## config.mk

```make
export PLATFORM = sky130hd
export DESIGN_NAME = control_cabina_ascensor
export DESIGN_NICKNAME = d
export VERILOG_FILES = /design/src/rtl/ascensor_pkg.sv /design/src/rtl/contador_ticks.sv /design/src/rtl/control_cabina_ascensor.sv
export SDC_FILE = /design/constraint.sdc
export NUM_CORES = 1
export LEC_CHECK = 0
export BUFFER_PORTS_ARGS = -buffer_cell sky130_fd_sc_hd__buf_2
export CORE_MARGIN = 4
export CORE_UTILIZATION = 50
export CTS_CLUSTER_SIZE = 12
export DETAILED_ROUTE_END_ITERATION = 8
export GPL_ROUTABILITY_DRIVEN = 0
export PLACE_DENSITY = 0.83
export SYNTH_ARGS = -nofsm -noshare
export SYNTH_HDL_FRONTEND = slang
export SYNTH_HIERARCHICAL = 1
export SYNTH_SLANG_ARGS = --single-unit
```

## constraint.sdc

```tcl
create_clock -name clk -period 2.5 [get_ports clk]
set_input_delay 0.125 -clock clk [delete_from_list [all_inputs] [get_ports clk]]
set_output_delay 0.125 -clock clk [all_outputs]
set_load 0.02 [all_outputs]
```

## src/rtl/ascensor_pkg.sv

```systemverilog
// Shared definitions for the elevator dispatcher and the per-car controllers:
// command and floor codes, direction codes and the car FSM states.
package ascensor_pkg;

    // Dispatcher command meaning "no destination".
    localparam logic [2:0] DEST_NONE = 3'b100;

    localparam logic [1:0] DIR_STOP = 2'b00;
    localparam logic [1:0] DIR_UP   = 2'b01;
    localparam logic [1:0] DIR_DOWN = 2'b10;

    // Floor codes increase with height, so unsigned compare gives travel direction.
    localparam logic [1:0] PISO_M1 = 2'b00;
    localparam logic [1:0] PISO_1  = 2'b01;
    localparam logic [1:0] PISO_2  = 2'b10;
    localparam logic [1:0] PISO_3  = 2'b11;

    typedef enum logic [1:0] {
        StIdle,
        StMoving,
        StDoorOpen
    } estado_e;

    // Codes with bit 2 set (none and the reserved ones) carry no floor.
    function automatic logic es_valido(input logic [2:0] cmd);
        return !cmd[2];
    endfunction

endpackage

```

## src/rtl/contador_ticks.sv

```systemverilog
// Up-counter wrapping at MaxCount with synchronous clear; tc_o flags the
// enabled cycle whose edge completes a full period.
module contador_ticks #(
    parameter int unsigned MaxCount = 4
) (
    input  logic clk,
    input  logic rst_n,
    input  logic clr_i,
    input  logic en_i,
    output logic tc_o
);

    localparam int unsigned Width = (MaxCount > 1) ? $clog2(MaxCount) : 1;
    localparam logic [Width-1:0] Last = Width'(MaxCount - 1);

    logic [Width-1:0] cnt_q, cnt_d;

    // Next count: clear wins over enable, wrap to zero on the last value.
    always_comb begin
        cnt_d = cnt_q;
        if (clr_i) begin
            cnt_d = '0;
        end else if (en_i) begin
            cnt_d = (cnt_q == Last) ? '0 : cnt_q + Width'(1);
        end
    end

    // Count register.
    always_ff @(posedge clk or negedge rst_n) begin
        if (!rst_n) begin
            cnt_q <= '0;
        end else begin
            cnt_q <= cnt_d;
        end
    end

    assign tc_o = en_i && !clr_i && (cnt_q == Last);

endmodule

```

## src/rtl/control_cabina_ascensor.sv

```systemverilog
// Per-car elevator controller: takes the dispatcher destination code, moves the
// car one floor per TICKS_PER_FLOOR cycles, runs the door for DOOR_TICKS cycles
// and reports floor, direction and busy status.
// Optional feature: CABINA_OBSTACULO_EN makes the obstruction sensor restart
// the door timer while the door is open.
module control_cabina_ascensor
    import ascensor_pkg::*;
#(
    parameter int unsigned TICKS_PER_FLOOR = 4,
    parameter int unsigned DOOR_TICKS      = 3,
    parameter logic [1:0]  HOME_FLOOR      = 2'b01
) (
    input  logic       clk,
    input  logic       rst_n,
    input  logic [2:0] destino_asc,
    input  logic       obstaculo,
    output logic [1:0] piso_asc,
    output logic [1:0] direccion_asc,
    output logic       ocupado_asc,
    output logic       puerta_abierta,
    output logic       llegada
);

    estado_e    state_q, state_d;
    logic [2:0] dest_q;
    logic [2:0] last_acc_q, last_acc_d;
    logic [1:0] pend_q, pend_d;
    logic       pend_valid_q, pend_valid_d;
    logic [1:0] target_q, target_d;
    logic [1:0] piso_q, piso_d;
    logic [1:0] dir_q, dir_d;
    logic       ocupado_q, ocupado_d;
    logic       puerta_q, puerta_d;
    logic       llegada_q, llegada_d;

    logic       cmd_nuevo;
    logic       acepta;
    logic [1:0] piso_acc;
    logic [1:0] piso_sig;
    logic       clr_viaje, en_viaje, tc_viaje;
    logic       clr_puerta, en_puerta, tc_puerta;

    assign en_viaje  = (state_q == StMoving);
    assign clr_viaje = (state_q != StMoving);
    assign en_puerta = (state_q == StDoorOpen);
`ifdef CABINA_OBSTACULO_EN
    // An obstruction restarts the door timer for as long as it is seen.
    assign clr_puerta = (state_q != StDoorOpen) || obstaculo;
`else
    assign clr_puerta = (state_q != StDoorOpen);
    logic unused_obstaculo;
    assign unused_obstaculo = obstaculo;
`endif

    contador_ticks #(
        .MaxCount(TICKS_PER_FLOOR)
    ) u_viaje (
        .clk  (clk),
        .rst_n(rst_n),
        .clr_i(clr_viaje),
        .en_i (en_viaje),
        .tc_o (tc_viaje)
    );

    contador_ticks #(
        .MaxCount(DOOR_TICKS)
    ) u_puerta (
        .clk  (clk),
        .rst_n(rst_n),
        .clr_i(clr_puerta),
        .en_i (en_puerta),
        .tc_o (tc_puerta)
    );

    // Next-state logic: accept, travel, door timing and pending capture.
    always_comb begin
        state_d      = state_q;
        last_acc_d   = last_acc_q;
        pend_d       = pend_q;
        pend_valid_d = pend_valid_q;
        target_d     = target_q;
        piso_d       = piso_q;
        dir_d        = dir_q;
        ocupado_d    = ocupado_q;
        puerta_d     = puerta_q;
        llegada_d    = 1'b0;
        acepta       = 1'b0;
        piso_acc     = pend_q;

        cmd_nuevo = es_valido(dest_q) && (dest_q != last_acc_q);
        piso_sig  = (dir_q == DIR_UP) ? piso_q + 2'd1 : piso_q - 2'd1;

        // A command arriving while busy queues, latest one wins; in IDLE it
        // queues only when the pending one is being served this cycle.
        if (cmd_nuevo && ((state_q != StIdle) || pend_valid_q)) begin
            pend_d       = dest_q[1:0];
            pend_valid_d = 1'b1;
            last_acc_d   = dest_q;
        end

        unique case (state_q)
            StIdle: begin
                if (pend_valid_q) begin
                    acepta   = 1'b1;
                    piso_acc = pend_q;
                    if (!cmd_nuevo) begin
                        pend_valid_d = 1'b0;
                    end
                end else if (cmd_nuevo) begin
                    acepta     = 1'b1;
                    piso_acc   = dest_q[1:0];
                    last_acc_d = dest_q;
                end
                if (acepta) begin
                    target_d  = piso_acc;
                    ocupado_d = 1'b1;
                    if (piso_acc > piso_q) begin
                        state_d = StMoving;
                        dir_d   = DIR_UP;
                    end else if (piso_acc < piso_q) begin
                        state_d = StMoving;
                        dir_d   = DIR_DOWN;
                    end else begin
                        state_d  = StDoorOpen;
                        dir_d    = DIR_STOP;
                        puerta_d = 1'b1;
                    end
                end
            end
            StMoving: begin
                if (tc_viaje) begin
                    piso_d = piso_sig;
                    if (piso_sig == target_q) begin
                        state_d   = StDoorOpen;
                        dir_d     = DIR_STOP;
                        puerta_d  = 1'b1;
                        llegada_d = 1'b1;
                    end
                end
            end
            StDoorOpen: begin
                if (tc_puerta) begin
                    state_d   = StIdle;
                    puerta_d  = 1'b0;
                    ocupado_d = 1'b0;
                end
            end
            default: begin
                state_d = StIdle;
            end
        endcase
    end

    // State and output registers; the input code is registered before use.
    always_ff @(posedge clk or negedge rst_n) begin
        if (!rst_n) begin
            state_q      <= StIdle;
            dest_q       <= DEST_NONE;
            last_acc_q   <= DEST_NONE;
            pend_q       <= PISO_M1;
            pend_valid_q <= 1'b0;
            target_q     <= HOME_FLOOR;
            piso_q       <= HOME_FLOOR;
            dir_q        <= DIR_STOP;
            ocupado_q    <= 1'b0;
            puerta_q     <= 1'b0;
            llegada_q    <= 1'b0;
        end else begin
            state_q      <= state_d;
            dest_q       <= destino_asc;
            last_acc_q   <= last_acc_d;
            pend_q       <= pend_d;
            pend_valid_q <= pend_valid_d;
            target_q     <= target_d;
            piso_q       <= piso_d;
            dir_q        <= dir_d;
            ocupado_q    <= ocupado_d;
            puerta_q     <= puerta_d;
            llegada_q    <= llegada_d;
        end
    end

    assign piso_asc       = piso_q;
    assign direccion_asc  = dir_q;
    assign ocupado_asc    = ocupado_q;
    assign puerta_abierta = puerta_q;
    assign llegada        = llegada_q;

endmodule

```

==> metrics.txt <==
worst min path class in -> async; top-area cell type share of the netlist area 0.379; Gate Count Post-Synth 121; CP Capture Type flop; sequential element share of the synthesized area 0.458; most common cell in the synthesized netlist dfrtp_1; P&R area growth vs syn 20.1%; IO Count 13; DR vias/cell around 5.5; Synth cell types 36; Post-synth top cells 20 x dfrtp_1, 12 x nand2_1, 9 x inv_1; clk slew on worst S/H paths 0.13 ns; wire length per cell 14.9 microns; core area 2500 sq um; internal cell power 0.987 mW; synthesized cell area between 1000 and 1500 sq um; global-route wire length before repair 4.71 mm; CTS tree built; Pwr per Cell Area 1040 nW/um^2; clock network power share 0.123; CP Cell Sequence ha_4 -> inv_4 -> a31oi_4 -> and2_4 -> mux2_4 -> ha_4 -> nand2_4 -> o31ai_4 -> nand2_1 -> o31ai_1 -> o21ai_1; Slew @ Worst Pin 0.513 ns; WHS 0.304 ns; Critical Path Source Type flop; share of layout cells above drive strength 1 0.317; largest net degree at the start of global routing 25; # setup viols final 1; Total Routing Usage GR 0.172; clock latency on the worst-skew pair 0.31 ns; Leak about 0.70 nW; total CTS buffers 3; full die area 3530 sq um; area leader, netlist dfrtp_1; Slew Viols, Final 0; critical path fanouts, max 3; P_sw ~0.66 mW; Final Cycle Share 1.00; Crit path largest cell delay 0.58 ns; sw frac 0.400; status complete, but fails checks; RSZ-0062 raised after global routing yes; total wire length 2.60 mm; Root Buffer clkbuf_4; Hold Fails Final Rpt 0; clk_skew 0.00668 ns; Mapped Nets 134; r2r startpoint dest_q[2]; worst reg2reg setup slack -0.005 ns; Detail Route Antenna Nets 0; Fin Setup TNS -0.00521 ns; critical path class reg -> reg; Top cell by count, worst path ha_4; grt total ovfl 0; DRT Pass-1 Iters 4; Clock H-tree levels 1; clk sinks 24; DR iter-0 viols 27; Initial Util 0.529; Post-synth ARST share 1.00; Avg Cell Area, Syn 10.9 sq um; length in cells of the worst reg-to-reg path 11; Syn. warnings 6; DP HPWL 1.89 mm; maximum vdd drop 0.554 mV; initial antenna violation count 0; CP arrival 2.69 ns; width of the die 59.4 microns; DRC 0; required time worst endpoint 2.69 ns; combinational power share 0.534; #FFs+latches synth 24; violated checks negative setup slack; Worst slew margin 0.653; Flop pwr share 0.343; Clock Path Buffers 2; main area contributors after synthesis dfrtp_1 38%, dfstp_2 8.0%, ha_1 6.6%; IO buf count 11; R2R Path End puerta_abierta; Synth Flop Type dfrtp_1; Post-synth EDFFs 0; vias in the first global route 1,047; slowest cell on the critical path dfstp_2; Period minus WS final 2.51 ns; fmax 0.399 GHz; Core Rows 18; via count 968; MaxCap Viol Count 0; ant diodes 0; layout net count between 150 and 200; height of the die 59.4 microns; setup ws final -0.00521 ns
[power groups by stage]
stage | registers (mW) | clock network [mW] | logic (mW)
finish | 0.564 | 0.202 | 0.878
CTS | 0.563 | 0.212 | 0.842
floorplan | 0.569 | 0 | 0.666
global route | 0.578 | 0.221 | 0.959
detailed placement | 0.572 | 0 | 0.833
global placement | 0.564 | 0 | 0.793
[cell usage in the layout, fill, tap and decap left out, types with 3 or more instances in the layout]
master and count:
dfrtp_1 20, nand2_1 11, buf_2 11, inv_1 8
nor2_1 7, a21oi_1 7, buf_4 6, ha_1 5
xnor2_1 4, mux2i_1 4, o22ai_1 4, mux2_2 4
nand2b_1 4, dfstp_2 4, dlygate4sd3_1 4, o21ai_0 3
clkbuf_4 3
[flip-flops by register name, summed over array words and instances, names as in the netlist, named ones only]
register / count
dest_q: 3
direccion_asc: 2
pend_q: 2
piso_asc: 2
state_q: 2
target_q: 2
u_puerta/cnt_q: 2
u_viaje/cnt_q: 2
last_acc_q: 1
llegada: 1
ocupado_asc: 1
pend_valid_q: 1
puerta_abierta: 1
[worst max-delay path by stage]
stage	start	end	slack, ns
final	dest_q[2]	puerta_abierta	-0.005
after global routing	dest_q[2]	puerta_abierta	-0.1
after CTS	last_acc_q[2]	puerta_abierta	0.005
after detailed placement	last_acc_q[2]	puerta_abierta	-0.003
after global placement	dest_q[2]	puerta_abierta	0.09
after floorplan	dest_q[2]	puerta_abierta	-0.05
[kinds of logic after synthesis]
group | count (synthesis) | synth area share
simple gates | 37 | 0.169
compound gates | 26 | 0.146
flops | 24 | 0.458
buf+inv | 10 | 0.0284
mux | 9 | 0.0729
fa+ha+maj | 8 | 0.0739
xor+xnor | 7 | 0.0521
[timing repair]
action | in CTS | in global routing
hold buffers | 4 | 0
cloned | 0 | 0
hold endpoints to repair | 23 | 0
pin swaps | 1 | 7
setup endpoints to repair | 1 | 1
resized for setup | 0 | 1
buffers inserted | 0 | 2
[stage by stage]
stage | power, mW | area, sq um | std cells | worst slack (ns) | util
after floorplan | 1.23 | 1370 | 121 | -0.0547 | -
after global placement | 1.36 | 1490 | 165 | 0.0939 | 0.597
after detailed placement | 1.40 | 1490 | 165 | -0.00308 | 0.597
after CTS | 1.62 | 1570 | 173 | 0.00508 | 0.628
after global routing | 1.76 | 1590 | 175 | -0.0960 | 0.635
final | 1.64 | 1590 | 175 | -0.00521 | 0.635
[worst max-delay path: cells and delay by family (launching register included)]
family          cells  cell delay [ns]
simple gates        3             0.32
compound gates      4             0.64
mux                 1             0.30
fa+ha+maj           2             0.49
buf+inv             1             0.05
flops               1             0.58
[metal layers]
metal,up-vias,part of all wire,GRT usage
met1,478,0.43,0.210
met5,-,0,0
met4,0,0.0081,0.0485
li1,474,-,-
met2,14,0.53,0.312
met3,2,0.030,0.0240
[final cells by class]
cell class              count  area, sq um
fillers                   209          913
inverters                   9         36.3
clock buffers               4         36.3
well taps                  30         37.5
repair buffers             21          140
flip-flops and latches     24          606
multi-input cells          87          731
No activity file was read; power rests on OpenSTA's default activity.
